`config.mk`:
```
export PLATFORM = sky130hd
export DESIGN_NAME = mem_port_arbiter
export DESIGN_NICKNAME = d
export VERILOG_FILES = /design/src/rtl/mem_arb_pkg.sv /design/src/rtl/arb_starve_counter.sv /design/src/rtl/mem_port_arbiter.sv
export SDC_FILE = /design/constraint.sdc
export NUM_CORES = 1
export LEC_CHECK = 0
export CAP_MARGIN = 10
export CORE_ASPECT_RATIO = 2
export CORE_UTILIZATION = 42
export DETAILED_ROUTE_END_ITERATION = 12
export PLACE_DENSITY = 0.81
export SYNTH_ARGS = -nofsm -noshare
export SYNTH_HDL_FRONTEND = slang
export SYNTH_SLANG_ARGS = --single-unit
```
`constraint.sdc`:
```
create_clock -name clk -period 2.4 [get_ports clk]
set_input_delay 0.36 -clock clk [delete_from_list [all_inputs] [get_ports clk]]
set_output_delay 0.36 -clock clk [all_outputs]
set_load 0.005 [all_outputs]
```
`src/rtl/mem_arb_pkg.sv`:
```
// Shared types and default widths for the unified memory port arbiter.
//   arb_state_t : arbiter FSM encoding
//   owner_t     : which requester a grant belongs to
package mem_arb_pkg;

  localparam int ADDR_W_DEF = 32;
  localparam int DATA_W_DEF = 32;

  typedef enum logic [2:0] {
    IDLE,
    BUSY_IF,
    BUSY_D,
    RESP_IF,
    RESP_D
  } arb_state_t;

  typedef enum logic {
    OWN_IF,
    OWN_D
  } owner_t;

endpackage

```
`src/rtl/arb_starve_counter.sv`:
```
// Saturating count of data grants made while an instruction fetch is waiting.
//   clk, rst : clock, asynchronous active-low reset
//   inc      : count one data grant (ignored once saturated)
//   clr      : return to zero (wins over inc)
//   sat      : count has reached STARVE_MAX, IF must win the next arbitration
module arb_starve_counter #(
  parameter int STARVE_MAX = 4
) (
  input  logic clk,
  input  logic rst,
  input  logic inc,
  input  logic clr,
  output logic sat
);

  localparam int CNT_W = $clog2(STARVE_MAX + 1);

  logic [CNT_W-1:0] cnt;

  assign sat = (cnt == CNT_W'(STARVE_MAX));

  always_ff @(posedge clk or negedge rst) begin
    if (!rst) begin
      cnt <= '0;
    end else if (clr) begin
      cnt <= '0;
    end else if (inc && !sat) begin
      cnt <= cnt + CNT_W'(1);
    end
  end

endmodule

```
`src/rtl/mem_port_arbiter.sv`:
```
// Shares one single-ported memory between instruction fetch (IF) and data
// access (MEM). Grants one requester at a time, holds the memory request
// until acknowledged, and returns registered read data with a one-cycle
// valid pulse.
//   clk, rst                      : clock, asynchronous active-low reset
//   if_req/if_addr                : fetch request, held until if_valid
//   if_rdata/if_valid/if_stall    : fetch response and pipeline freeze
//   d_req/d_we/d_addr/d_wdata     : load/store request, held until d_valid
//   d_rdata/d_valid/d_stall       : load response (loads only) and freeze
//   mem_req/mem_we/mem_addr/mem_wdata : memory request, stable until ack
//   mem_rdata/mem_ack             : memory completion, ack any latency >= 1
//
// state   | meaning
// IDLE    | arbitrate; grant drives mem_* on the next edge
// BUSY_IF | fetch outstanding, waiting for mem_ack
// BUSY_D  | load/store outstanding, waiting for mem_ack
// RESP_IF | if_valid cycle (suppressed if if_req dropped), no arbitration
// RESP_D  | d_valid cycle (suppressed if d_req dropped), no arbitration
module mem_port_arbiter
  import mem_arb_pkg::*;
#(
  parameter int ADDR_W     = ADDR_W_DEF,
  parameter int DATA_W     = DATA_W_DEF,
  parameter int STARVE_MAX = 4
) (
  input  logic              clk,
  input  logic              rst,
  input  logic              if_req,
  input  logic [ADDR_W-1:0] if_addr,
  output logic [DATA_W-1:0] if_rdata,
  output logic              if_valid,
  output logic              if_stall,
  input  logic              d_req,
  input  logic              d_we,
  input  logic [ADDR_W-1:0] d_addr,
  input  logic [DATA_W-1:0] d_wdata,
  output logic [DATA_W-1:0] d_rdata,
  output logic              d_valid,
  output logic              d_stall,
  output logic              mem_req,
  output logic              mem_we,
  output logic [ADDR_W-1:0] mem_addr,
  output logic [DATA_W-1:0] mem_wdata,
  input  logic [DATA_W-1:0] mem_rdata,
  input  logic              mem_ack
);

  arb_state_t state, state_nxt;
  owner_t     gnt_owner;
  logic       grant_d, grant_if;
  logic       starve_sat;
  logic       cnt_inc, cnt_clr;

  // Data wins ties (MEM holds the older instruction) unless IF has been
  // passed over STARVE_MAX times in a row.
  always_comb begin
    state_nxt = state;
    grant_d   = 1'b0;
    grant_if  = 1'b0;
    case (state)
      IDLE: begin
        if (d_req && (!if_req || !starve_sat)) begin
          grant_d   = 1'b1;
          state_nxt = BUSY_D;
        end else if (if_req) begin
          grant_if  = 1'b1;
          state_nxt = BUSY_IF;
        end
      end
      BUSY_IF: if (mem_ack) state_nxt = RESP_IF;
      BUSY_D:  if (mem_ack) state_nxt = RESP_D;
      RESP_IF: state_nxt = IDLE;
      RESP_D:  state_nxt = IDLE;
      default: state_nxt = IDLE;
    endcase
  end

  assign gnt_owner = grant_d ? OWN_D : OWN_IF;
  assign cnt_inc   = grant_d && if_req;
  assign cnt_clr   = grant_if || ((state == IDLE) && !if_req);

  arb_starve_counter #(
    .STARVE_MAX (STARVE_MAX)
  ) u_starve (
    .clk (clk),
    .rst (rst),
    .inc (cnt_inc),
    .clr (cnt_clr),
    .sat (starve_sat)
  );

  always_ff @(posedge clk or negedge rst) begin
    if (!rst) begin
      state <= IDLE;
    end else begin
      state <= state_nxt;
    end
  end

  // mem_ack outside BUSY_x is ignored, so a stray ack after reset is harmless.
  // A requester that dropped its req while busy still lets the access finish,
  // but gets neither a valid pulse nor new read data.
  always_ff @(posedge clk or negedge rst) begin
    if (!rst) begin
      mem_req   <= 1'b0;
      mem_we    <= 1'b0;
      mem_addr  <= '0;
      mem_wdata <= '0;
      if_rdata  <= '0;
      if_valid  <= 1'b0;
      d_rdata   <= '0;
      d_valid   <= 1'b0;
    end else begin
      if_valid <= 1'b0;
      d_valid  <= 1'b0;
      if (grant_d || grant_if) begin
        mem_req   <= 1'b1;
        mem_we    <= (gnt_owner == OWN_D) && d_we;
        mem_addr  <= (gnt_owner == OWN_D) ? d_addr : if_addr;
        mem_wdata <= d_wdata;
      end
      if (mem_ack && (state == BUSY_IF)) begin
        mem_req <= 1'b0;
        if (if_req) begin
          if_rdata <= mem_rdata;
          if_valid <= 1'b1;
        end
      end
      if (mem_ack && (state == BUSY_D)) begin
        mem_req <= 1'b0;
        if (d_req) begin
          d_valid <= 1'b1;
          if (!mem_we) d_rdata <= mem_rdata;
        end
      end
    end
  end

  assign if_stall = if_req && !if_valid;
  assign d_stall  = d_req && !d_valid;

endmodule
```
==> impl_table.tex, run 1 <==
\begin{tabular}{lr}
\hline
Metric & Value \\
\hline
\multicolumn{2}{l}{\textbf{Timing}} \\
\quad Post-layout min period & between 2 and 2.5 ns \\
\quad Worst Hold Slack & 0.484 ns \\
\quad Least-Margin Pin Slew & 0.646 ns \\
\quad Setup Skew & around 0.015 ns \\
\quad Final-report setup violation count & 0 \\
\quad Fmax achieved & 493 MHz \\
\quad RSZ-0062 raised after global routing & false \\
\quad Max-slew violation count & 0 \\
\quad Final setup margin & approximately 0.37 ns \\
\quad Final worst-path cycle share & 84.6\% \\
\quad Setup TNS Final & 0 ns \\
\quad Final hold vios & 0 \\
\quad Worst relative slew slack & 57.0\% \\
\multicolumn{2}{l}{\textbf{Route}} \\
\quad Average routed wire per standard cell & 20.0 um \\
\quad Routed Wire Length & 17400 um \\
\quad Number of vias in the routed layout & 4853 \\
\quad First DRT Iteration DRCs & 253 \\
\quad Detail Route Antenna Nets & 0 \\
\quad Drt pass-1 iters & 4 \\
\quad Via count normalized by instance count & roughly 5.6 \\
\quad Total DRC errors in the routed layout & 0 \\
\multicolumn{2}{l}{\textbf{Synth}} \\
\quad Syn Nets & just under 600 \\
\quad Register bit total from synthesis & about 140 \\
\quad Syn Inst Count & approximately 440 \\
\quad Total number of yosys warnings & 0 \\
\quad Synth area leader & sky130\_fd\_sc\_hd\_\_dfrtp\_1 \\
\quad Synth Area per Inst & between 10 and 15 um\^{}2 \\
\quad Sequential fraction of the synthesis area & 59.6\% \\
\quad Synth top area cells & sky130\_fd\_sc\_hd\_\_dfrtp\_1 60\%, sky130\_fd\_sc\_hd\_\_mux2\_2 16\%, sky130\_fd\_sc\_hd\_\_o31ai\_1 4.3\%, sky130\_fd\_sc\_hd\_\_a31oi\_1 3.5\%, sky130\_fd\_sc\_hd\_\_nand3\_1 2.9\% \\
\quad Number of different library cells in the post-synthesis netlist & 34 \\
\quad Syn Std Cell Area & 5790 um\^{}2 \\
\quad Yosys top cell area share & between 50\% and 60\% \\
\multicolumn{2}{l}{\textbf{Clocking}} \\
\quad Number of buffers inserted to repair setup after CTS & 0 \\
\quad Hold\_buf cts & 1 \\
\quad Clock sink total & 138 \\
\quad Insertion delay to the later sink of the worst-skew pair & between 0.4 and 0.5 ns \\
\quad TritonCTS clock tree & built \\
\quad H-tree depth & 4 \\
\quad CTS root buffer & sky130\_fd\_sc\_hd\_\_clkbuf\_16 \\
\quad Num CTS Buffers & 17 \\
\quad Reg clk slew, reported paths & roughly 0.060 ns \\
\quad Max Buffers Root-to-Sink & 2 \\
\quad Cells resized by post-CTS repair & 0 \\
\multicolumn{2}{l}{\textbf{Critical path}} \\
\quad Arrival @ worst endpoint & between 1.5 and 2 ns \\
\quad Nature of the critical path endpoint & primary output \\
\quad Required time worst endpoint & between 2 and 2.5 ns \\
\quad Worst setup SP type & input port \\
\quad Worst-path maximum fanout & 8 \\
\quad Crit path kind & input port to primary output \\
\multicolumn{2}{l}{\textbf{Die}} \\
\quad Width of the die & 85.1 um \\
\quad Initial core utilization & 43.1\% \\
\quad Die height & 168 um \\
\quad Number of top-level pins & between 200 and 300 \\
\quad Die Footprint & $\sim$14000 um\^{}2 \\
\quad Row count & 60 \\
\quad Area of the placeable core & 13400 um\^{}2 \\
\multicolumn{2}{l}{\textbf{Worst hold path}} \\
\quad Hold/Removal Path Class & register to register \\
\multicolumn{2}{l}{\textbf{Final layout}} \\
\quad Most common library cell in the layout ignoring fill and taps & sky130\_fd\_sc\_hd\_\_clkdlybuf4s50\_1 \\
\quad Leading cell types in the layout, fill and taps excluded & 266 x sky130\_fd\_sc\_hd\_\_clkdlybuf4s50\_1, 138 x sky130\_fd\_sc\_hd\_\_dfrtp\_1, 84 x sky130\_fd\_sc\_hd\_\_mux2\_2, 33 x sky130\_fd\_sc\_hd\_\_nand3\_1, 33 x sky130\_fd\_sc\_hd\_\_o31ai\_1 \\
\quad Fraction of layout instances using a drive strength above 1 & a little under a fifth \\
\quad Count of nets after finishing & 836 \\
\quad Synth-to-Final Area Change & 57.8\% \\
\quad Fill cell instance count of the final layout & between 900 and 1000 \\
\quad Post-Route Utilization & between 60\% and 70\% \\
\quad Final Non-Filler Cells & about 870 \\
\multicolumn{2}{l}{\textbf{Global routing}} \\
\quad Vias in the first global route & roughly 5200 \\
\quad All-Layer GR Usage & 24.7\% \\
\quad Wire length of the first global-routing pass & roughly 27000 um \\
\quad Number of antenna violations at the first check in global routing & 1 \\
\quad Maximum number of pins on one net before global-route repair & 69 \\
\quad Congestion Overflow GR & 0 \\
\multicolumn{2}{l}{\textbf{Power}} \\
\quad Leakage Power & 3.77 nW \\
\quad Peak supply drop & about 0.00076 V \\
\quad Cell area power density & $\sim$1300 nW/um\^{}2 \\
\multicolumn{2}{l}{\textbf{Place}} \\
\quad PortBufs & 267 \\
\quad Final Wtd Congestion & approximately 0.87 \\
\quad Detailed placer's ending HPWL & between 10000 and 15000 um \\
\quad Post-placement worst setup slack & around 0.33 ns \\
\quad Total placed cells including tap cells & roughly 840 \\
\multicolumn{2}{l}{\textbf{Job}} \\
\quad Number of max-cap violations & 0 \\
\multicolumn{2}{l}{\textbf{Run status}} \\
\quad Status & finished clean \\
\hline
\end{tabular}
-- cell families (layout without fill, tap and decap cells) --
| family | after synthesis | after routing | share of synthesized area, % |
|---|---|---|---|
| flip-flops | 138 | 138 | 59.6 |
| AO/OA/AOI/OAI | 104 | 104 | 11.4 |
| multiplexers | 98 | 98 | 19.0 |
| AND/OR/NAND/NOR | 53 | 53 | 5.12 |
| buffers and inverters | 46 | 317 | 4.28 |
| adder cells (fa/ha/maj) | 2 | 2 | 0.432 |
| XOR/XNOR | 1 | 1 | 0.151 |
| other | 0 | 1 | 0 |
-- sequential cells by signal (all words and copies together), names as in the netlist --
name          cells
mem_wdata        32
if_rdata         32
mem_req           1
mem_addr         32
mem_we            1
if_valid          1
d_rdata          32
u_starve.cnt      3
state             3
d_valid           1
-- worst max-delay path, stage by stage --
cell and delay (ns):
sky130_fd_sc_hd__clkdlybuf4s50_1 0.62, sky130_fd_sc_hd__nor2b_1 0.18, sky130_fd_sc_hd__clkdlybuf4s50_1 0.51
-- cell usage after synthesis, drive strengths merged --
library cell	n
dfrtp	138
mux2	98
nand3	33
o31ai	33
a21oi	32
a31oi	32
clkbuf	24
buf	17
inv	4
nor2	3
nor2b	3
nor3	3
a211oi	2
a22o	2
and2	2
ha	2
nand2	2
o21ai	2
a2bb2oi	1
and3	1
and4bb	1
clkinv	1
nand3b	1
nand4	1
nand4b	1
or2	1
or3	1
xor2	1
-- routing by layer --
layer  vias to the layer above  wire (um)  global-route usage (%)
met2                       252       9630                    44.8
met5                         -          0                       0
met4                         0        738                    13.7
met1                      2405       5740                    25.9
li1                       2146          -                       -
met3                        50       1240                    5.39
-- where the power goes --
group | leakage [nW] | total [mW] | switching (mW) | internal [mW]
Clock | 0.246 | 2.37 | 1.01 | 1.36
Combinational | 1.89 | 4.96 | 1.83 | 3.14
Sequential | 1.63 | 4.13 | 0.658 | 3.48
Total | 3.77 | 11.5 | 3.50 | 7.97
-- layout make-up --
| cell class | count | area (um^2) | area share, % |
|---|---|---|---|
| clock buffers | 20 | 447 | 4.88 |
| flip-flops and latches | 138 | 3450 | 37.8 |
| diodes | 1 | 2.50 | 0.0274 |
| clock inverters | 12 | 93.8 | 1.03 |
| well taps | 155 | 194 | 2.12 |
| multi-input cells | 258 | 2100 | 23.0 |
| inverters | 5 | 18.8 | 0.205 |
| repair buffers | 280 | 2840 | 31.0 |
-- worst paths after layout --
| check | from | end | slack (ns) | cells after the start |
|---|---|---|---|---|
| min | mem_wdata[22] | mem_wdata[22] | 0.48 | 1 |
| max in group asynchronous | rst | mem_wdata[1] | 1.14 | 3 |
| max reg2reg | state[1] | mem_wdata[2] | 0.49 | 4 |
| min reg2reg | mem_wdata[22] | mem_wdata[22] | 0.48 | 1 |
| max | if_req | if_stall | 0.37 | 3 |
| min in group asynchronous | rst | mem_wdata[17] | 0.51 | 2 |
-- stage by stage --
| stage | area [um^2] | total power [mW] |
|---|---|---|
| 6_report | 9150 | 11.5 |
| 3_3_place_gp | 8590 | 8.92 |
| 5_1_grt | 9150 | 12.1 |
| 4_1_cts | 9140 | 11.6 |
| 2_1_floorplan | 5790 | 6.13 |
| 3_5_place_dp | 8590 | 9.15 |
Note: power is estimated with default switching activity, not from simulation.
==> run 2: changes to the inputs <==
--- a/config.mk
+++ b/config.mk
@@ -7,9 +7,9 @@
 export LEC_CHECK = 0
 export CAP_MARGIN = 10
 export CORE_ASPECT_RATIO = 2
-export CORE_UTILIZATION = 42
+export CORE_UTILIZATION = 37
 export DETAILED_ROUTE_END_ITERATION = 12
-export PLACE_DENSITY = 0.81
+export PLACE_DENSITY = 0.76
 export SYNTH_ARGS = -nofsm -noshare
 export SYNTH_HDL_FRONTEND = slang
 export SYNTH_SLANG_ARGS = --single-unit
==> constraint.sdc (replaced) <==
create_clock -name clk -period 1.73 [get_ports clk]
set_input_delay 0.2595 -clock clk [delete_from_list [all_inputs] [get_ports clk]]
set_output_delay 0.2595 -clock clk [all_outputs]
set_load 0.005 [all_outputs]
==> run 2 against run 1 <==
Core utilization is 5.3 points lower. Sequential cell count did not move. Register-to-register slack got worse by 0.46 ns. Largest cell class unchanged. Sequential share of layout area decreased by 1.8 points. Largest power group unchanged. Via count rose by 0.33%. Non-clock buffer count is 18 higher.
==> impl_table.tex, run 2 (same netlist as run 1, synthesis figures left out) <==
\begin{tabular}{lr}
\hline
Metric & Value \\
\hline
\multicolumn{2}{l}{\textbf{Run status}} \\
\quad Status & finished clean \\
\multicolumn{2}{l}{\textbf{Timing}} \\
\quad Post-layout min period & 1.70 ns \\
\quad Final-report setup violation count & 0 \\
\quad Worst relative slew slack & between 70\% and 80\% \\
\quad Fmax achieved & between 500 and 600 MHz \\
\quad Setup TNS Final & 0 ns \\
\quad RSZ-0062 raised after global routing & true \\
\quad Final setup margin & approximately 0.027 ns \\
\quad Setup Skew & around 0.0073 ns \\
\quad Final hold vios & 0 \\
\quad Max-slew violation count & 0 \\
\quad Least-Margin Pin Slew & between 0.3 and 0.4 ns \\
\quad Final worst-path cycle share & between 90\% and 100\% \\
\multicolumn{2}{l}{\textbf{Route}} \\
\quad Routed Wire Length & roughly 18000 um \\
\quad Drt pass-1 iters & 4 \\
\quad Total DRC errors in the routed layout & 0 \\
\quad First DRT Iteration DRCs & between 200 and 250 \\
\quad Via count normalized by instance count & between 5 and 6 \\
\quad Number of vias in the routed layout & $\sim$4900 \\
\quad Average routed wire per standard cell & 19.3 um \\
\quad Detail Route Antenna Nets & 0 \\
\multicolumn{2}{l}{\textbf{Critical path}} \\
\quad Crit path kind & register to register \\
\quad Highest cell delay on the worst timing path & $\sim$0.42 ns \\
\quad Arrival @ worst endpoint & 1.99 ns \\
\quad Nature of the critical path endpoint & register \\
\quad Worst-path maximum fanout & 8 \\
\quad Worst reg-to-reg setup slack & between 0.02 and 0.03 ns \\
\quad Required time worst endpoint & a little over 2 ns \\
\quad Worst setup SP type & register \\
\quad Cells along the critical path & or3\_4, nor2\_4, buf\_12, buf\_8, mux2\_2 \\
\quad CP max-delay cell & sky130\_fd\_sc\_hd\_\_or3\_4 \\
\multicolumn{2}{l}{\textbf{Clocking}} \\
\quad TritonCTS clock tree & built \\
\quad CTS root buffer & sky130\_fd\_sc\_hd\_\_clkbuf\_16 \\
\quad Insertion delay to the later sink of the worst-skew pair & $\sim$0.4 ns \\
\quad Reg clk slew, reported paths & 0.06 ns \\
\quad H-tree depth & 4 \\
\quad Clock sink total & around 140 \\
\quad Max Buffers Root-to-Sink & 2 \\
\quad Num CTS Buffers & 17 \\
\multicolumn{2}{l}{\textbf{Final layout}} \\
\quad Fraction of layout instances using a drive strength above 1 & between 20 and 25\% \\
\quad Count of nets after finishing & about 850 \\
\quad Register Area & 3450 um\^{}2 \\
\quad Most common library cell in the layout ignoring fill and taps & sky130\_fd\_sc\_hd\_\_clkdlybuf4s50\_1 \\
\quad Synth-to-Final Area Change & 65.7\% \\
\quad Fill cell instance count of the final layout & between 1000 and 1500 \\
\quad Leading cell types in the layout, fill and taps excluded & 264 x sky130\_fd\_sc\_hd\_\_clkdlybuf4s50\_1, 137 x sky130\_fd\_sc\_hd\_\_dfrtp\_1, 83 x sky130\_fd\_sc\_hd\_\_mux2\_2, 33 x sky130\_fd\_sc\_hd\_\_nand3\_1, 33 x sky130\_fd\_sc\_hd\_\_o31ai\_1 \\
\quad Total inserted antenna cells & 0 \\
\quad Multi-input gate area & between 2000 and 2500 um\^{}2 \\
\multicolumn{2}{l}{\textbf{Global routing}} \\
\quad Maximum number of pins on one net before global-route repair & 44 \\
\quad Wire length of the first global-routing pass & 27400 um \\
\quad Number of antenna violations at the first check in global routing & 0 \\
\quad All-Layer GR Usage & a little over a fifth \\
\quad Vias in the first global route & 5306 \\
\quad Congestion Overflow GR & 0 \\
\multicolumn{2}{l}{\textbf{Die}} \\
\quad Number of top-level pins & around 270 \\
\quad Die height & about 180 um \\
\quad Area of the placeable core & roughly 15000 um\^{}2 \\
\quad Die Footprint & between 15000 and 20000 um\^{}2 \\
\quad Initial core utilization & 37.9\% \\
\quad Row count & 64 \\
\quad Width of the die & 90.5 um \\
\multicolumn{2}{l}{\textbf{Worst hold path}} \\
\quad Hold/Removal Path Class & input port to asynchronous set/reset pin \\
\multicolumn{2}{l}{\textbf{Power}} \\
\quad Leakage Power & 3.99 nW \\
\quad Cell area power density & roughly 1800 nW/um\^{}2 \\
\quad Peak supply drop & about 0.00096 V \\
\multicolumn{2}{l}{\textbf{Place}} \\
\quad Detailed placer's ending HPWL & 12700 um \\
\quad Post-placement worst setup slack & -0.178 ns \\
\quad Final Wtd Congestion & 0.850 \\
\quad PortBufs & $\sim$270 \\
\multicolumn{2}{l}{\textbf{Job}} \\
\quad Number of max-cap violations & 0 \\
\hline
\end{tabular}
-- run 2: cell types whose count changed in the layout (fill, tap and decap cells not counted), moves of 3 or more --
cell,before,now
sky130_fd_sc_hd__mux2_4,0,6
sky130_fd_sc_hd__buf_4,7,15
sky130_fd_sc_hd__buf_12,5,9
sky130_fd_sc_hd__bufinv_16,0,4
sky130_fd_sc_hd__mux2_1,14,9
sky130_fd_sc_hd__clkinvlp_4,6,3
sky130_fd_sc_hd__clkbuf_16,17,20
-- run 2: critical path, delay by kind of cell, from the launching register on --
family,cells,cell delay (ns)
buffers and inverters,2,0.29
muxes,1,0.33
and+or+nand+nor,2,0.55
DFF,1,0.40
-- run 2: repair_timing --
action                                 in CTS  in global routing
setup endpoints to repair                   5                 68
buffers inserted                            0                  2
hold buffers                                1                  0
gates resized for setup                     4                  9
gates cloned                                0                  4
pin swaps                                   1                  2
endpoints found under the hold margin      26                  0
-- run 2: per-layer routing --
| layer | vias up | wire [um] | GRT usage (%) |
|---|---|---|---|
| met5 | - | 0 | 0 |
| met4 | 0 | 723 | 11.3 |
| met3 | 45 | 969 | 5.05 |
| met2 | 233 | 9990 | 41.0 |
| met1 | 2406 | 6240 | 22.3 |
| li1 | 2185 | - | - |
-- run 2: worst paths after layout --
| path | startpoint | to | cells after the start |
|---|---|---|---|
| worst max register to register | state[0] | mem_wdata[12] | 5 |
| worst max-delay path | state[0] | mem_wdata[12] | 5 |
| worst min-delay path | rst | mem_wdata[24] | 2 |
| min in group clk | if_req | state[0] | 3 |
| max in group asynchronous | rst | state[1] | 3 |
| worst min register to register | mem_wdata[26] | mem_wdata[26] | 1 |
-- run 2: final cells by class --
class / count / share of cell area, %
Clock inverter: 14 / 2.01
Tap cell: 198 / 2.58
Inverter: 5 / 0.195
Clock buffer: 18 / 4.57
Multi-Input combinational cell: 258 / 22.4
Timing Repair Buffer: 298 / 32.3
Sequential cell: 138 / 36.0
-- run 2: per-stage QoR --
stage	std cells	instance area, um^2	utilization [%]	hold slack, ns	power (mW)
floorplan	442	5820	-	-0.0361	8.60
global placement	890	8800	57.5	0.157	12.7
detailed placement	890	8800	57.5	0.161	12.9
CTS	923	9450	61.8	0.290	16.9
global route	929	9600	62.8	0.303	18.1
finish	929	9600	62.8	0.302	17.2
-- run 2: report_power, final --
part	total [mW]	switching (mW)	internal, mW	leakage (nW)
clock network	3.87	1.40	2.46	0.304
registers	5.71	0.885	4.83	1.63
logic	7.62	2.72	4.89	2.06
total	17.2	5.01	12.2	3.99
==> run 3: changes to the inputs <==
--- a/config.mk
+++ b/config.mk
@@ -6,7 +6,7 @@
 export NUM_CORES = 1
 export LEC_CHECK = 0
 export CAP_MARGIN = 10
-export CORE_ASPECT_RATIO = 2
+export CORE_ASPECT_RATIO = 0.9
 export CORE_UTILIZATION = 37
 export DETAILED_ROUTE_END_ITERATION = 12
 export PLACE_DENSITY = 0.76
==> run 3 against run 2 <==
Register-to-register slack improved by 0.04 ns. Clock power increased by 5%. Final area decreased by 1.1%. Wire length decreased by 6.0%. Non-clock buffer count decreased by 5. Critical path depth decreased by 3. Worst setup slack improved by 0.036 ns. Count of clock-buffer cells in the layout increased by 1. Core utilization decreased by 0.88 points. Cell count decreased by 0.11%. Critical path type is now register to primary output. Critical endpoint is now d_stall.
==> impl_table.tex, run 3 (same netlist as run 1, synthesis figures left out) <==
\begin{tabular}{lr}
\hline
Metric & Value \\
\hline
\multicolumn{2}{l}{\textbf{Critical path}} \\
\quad Required time worst endpoint & around 1.5 ns \\
\quad Crit. Startpoint & d\_valid \\
\quad Number of buffer and inverter instances along the worst setup path & 1 \\
\quad Arrival @ worst endpoint & 1.41 ns \\
\quad Worst reg-to-reg setup slack & 0.07 ns \\
\quad Critical R2R Launch & state[1] \\
\quad Worst setup SP type & register \\
\quad Instance count on the critical path & 2 \\
\quad CP max-delay cell & sky130\_fd\_sc\_hd\_\_clkdlybuf4s50\_1 \\
\quad Nature of the critical path endpoint & primary output \\
\quad Cells along the critical path & nor2\_2, clkdlybuf4s50\_1 \\
\quad Reg2reg end & d\_rdata[23] \\
\quad Worst reg2reg path depth & 5 \\
\quad Crit path kind & register to primary output \\
\quad Worst-path maximum fanout & 2 \\
\quad Destination of the critical timing path & d\_stall \\
\quad Highest cell delay on the worst timing path & approximately 0.5 ns \\
\quad Largest delay share family, worst path & buffers and inverters \\
\multicolumn{2}{l}{\textbf{Power}} \\
\quad Leakage Power & just under 4 nW \\
\quad Peak supply drop & approximately 0.0011 V \\
\quad Cell area power density & between 1500 and 2000 nW/um\^{}2 \\
\quad Total design power & 17.0 mW \\
\multicolumn{2}{l}{\textbf{Final layout}} \\
\quad Synth-to-Final Area Change & 63.8\% \\
\quad Final Non-Filler Cells & just over 900 \\
\quad Leading cell types in the layout, fill and taps excluded & 263 x sky130\_fd\_sc\_hd\_\_clkdlybuf4s50\_1, 138 x sky130\_fd\_sc\_hd\_\_dfrtp\_1, 84 x sky130\_fd\_sc\_hd\_\_mux2\_2, 33 x sky130\_fd\_sc\_hd\_\_nand3\_1, 33 x sky130\_fd\_sc\_hd\_\_o31ai\_1 \\
\quad Post-route cell area & between 9000 and 10000 um\^{}2 \\
\quad Count of nets after finishing & between 800 and 900 \\
\quad Most common library cell in the layout ignoring fill and taps & sky130\_fd\_sc\_hd\_\_clkdlybuf4s50\_1 \\
\quad Total inserted antenna cells & 0 \\
\quad Fraction of layout instances using a drive strength above 1 & between 20\% and 30\% \\
\multicolumn{2}{l}{\textbf{Route}} \\
\quad Routed Wire Length & 16900 um \\
\quad Via count normalized by instance count & 5.23 \\
\quad Detail Route Antenna Nets & 0 \\
\quad Total DRC errors in the routed layout & 0 \\
\quad Average routed wire per standard cell & 18.2 um \\
\quad First DRT Iteration DRCs & roughly 290 \\
\quad Number of vias in the routed layout & between 4000 and 5000 \\
\quad Drt pass-1 iters & 5 \\
\multicolumn{2}{l}{\textbf{Global routing}} \\
\quad Vias in the first global route & 5249 \\
\quad Number of antenna violations at the first check in global routing & 0 \\
\quad Wire length of the first global-routing pass & roughly 27000 um \\
\quad Congestion Overflow GR & 0 \\
\quad Maximum number of pins on one net before global-route repair & 50 \\
\quad All-Layer GR Usage & a little over a fifth \\
\multicolumn{2}{l}{\textbf{Place}} \\
\quad Detailed placer's ending HPWL & roughly 12000 um \\
\quad PortBufs & approximately 270 \\
\quad Final Wtd Congestion & 0.814 \\
\quad Total placed cells including tap cells & about 900 \\
\quad Placement-stage cell area & around 9000 um\^{}2 \\
\multicolumn{2}{l}{\textbf{Timing}} \\
\quad Fmax achieved & 600 MHz \\
\quad Setup Skew & between 0.005 and 0.006 ns \\
\quad Final worst-path cycle share & 96.4\% \\
\quad Max-slew violation count & 0 \\
\quad Final-report setup violation count & 0 \\
\quad Final hold vios & 0 \\
\quad Least-Margin Pin Slew & roughly 0.48 ns \\
\quad Worst Hold Slack & between 0.3 and 0.4 ns \\
\quad RSZ-0062 raised after global routing & true \\
\quad Worst relative slew slack & about two thirds \\
\quad Post-layout min period & approximately 1.7 ns \\
\quad Setup TNS Final & 0 ns \\
\multicolumn{2}{l}{\textbf{Clocking}} \\
\quad Clock sink total & 138 \\
\quad H-tree depth & 4 \\
\quad TritonCTS clock tree & built \\
\quad CTS root buffer & sky130\_fd\_sc\_hd\_\_clkbuf\_16 \\
\quad Reg clk slew, reported paths & 0.06 ns \\
\quad Max Buffers Root-to-Sink & 2 \\
\quad Num CTS Buffers & 17 \\
\quad Insertion delay to the later sink of the worst-skew pair & slightly above 0.4 ns \\
\quad Number of buffers inserted to repair setup after CTS & 0 \\
\multicolumn{2}{l}{\textbf{Run status}} \\
\quad Status & finished clean \\
\multicolumn{2}{l}{\textbf{Die}} \\
\quad Initial core utilization & 37.8\% \\
\quad Row count & 43 \\
\quad Number of top-level pins & approximately 270 \\
\quad Area of the placeable core & 15300 um\^{}2 \\
\quad Die Footprint & between 15000 and 20000 um\^{}2 \\
\quad Width of the die & 134 um \\
\quad Die height & $\sim$120 um \\
\multicolumn{2}{l}{\textbf{Worst hold path}} \\
\quad Hold/Removal Path Class & input port to asynchronous set/reset pin \\
\multicolumn{2}{l}{\textbf{Job}} \\
\quad Number of max-cap violations & 0 \\
\hline
\end{tabular}
-- run 3: changes by cell type in the layout (fill, tap and decap cells not counted), moves of 2 or more --
cell / delta
sky130_fd_sc_hd__clkinv_4: +2
sky130_fd_sc_hd__mux2_4: -2
sky130_fd_sc_hd__clkinv_2: -2
sky130_fd_sc_hd__clkbuf_16: -3
-- run 3: how the worst min path moves through the flow --
stage          from  depth (start not counted)  slack [ns]             to
2_1_floorplan   rst                          0       -0.04     d_rdata[0]
3_3_place_gp    rst                          1        0.23  mem_wdata[13]
3_5_place_dp    rst                          1        0.23  mem_wdata[12]
4_1_cts         rst                          2        0.37  mem_wdata[12]
5_1_grt         rst                          2        0.39  mem_wdata[13]
6_report        rst                          2        0.35  mem_wdata[14]
-- run 3: worst reg2reg max path, stage by stage (launching register included) --
cell,delay (ns)
sky130_fd_sc_hd__dfrtp_1,0.38
sky130_fd_sc_hd__buf_4,0.17
sky130_fd_sc_hd__and4bb_2,0.24
sky130_fd_sc_hd__nand3b_1,0.14
sky130_fd_sc_hd__buf_12,0.23
sky130_fd_sc_hd__mux2_2,0.39
-- run 3: report_power, final --
group | internal, mW | total [mW] | switching, mW
registers | 4.82 | 5.69 | 0.865
clock network | 2.65 | 4.06 | 1.41
logic | 4.60 | 7.21 | 2.61
-- run 3: final cells by class --
cell class,instances,area [um^2]
clock buffer,19,453
clock inverter,13,214
fill,1226,5840
inverter,5,18.8
multi-input combinational,258,2120
sequential,138,3450
tap,202,253
timing repair buffer,293,2980
-- run 3: timing repair --
item | in CTS | in global routing
hold buffers | 1 | 0
endpoints found under the hold margin | 47 | 0
resized for setup | 3 | 4
endpoints found under the setup margin | 6 | 35
-- run 3: layer usage --
metal,part of all wire (%),track usage [%]
met1,38,24.4
met3,8.3,6.96
met4,2.8,10.7
met2,51,36.1
met5,0,0
-- run 3: per-stage QoR --
| step | util [%] | setup slack [ns] |
|---|---|---|
| global placement | 57.4 | -0.174 |
| detailed placement | 57.4 | -0.197 |
| finish | 61.9 | 0.0625 |
| CTS | 61.8 | 0.00869 |
| global route | 61.9 | -0.00623 |
| floorplan | - | -0.0589 |
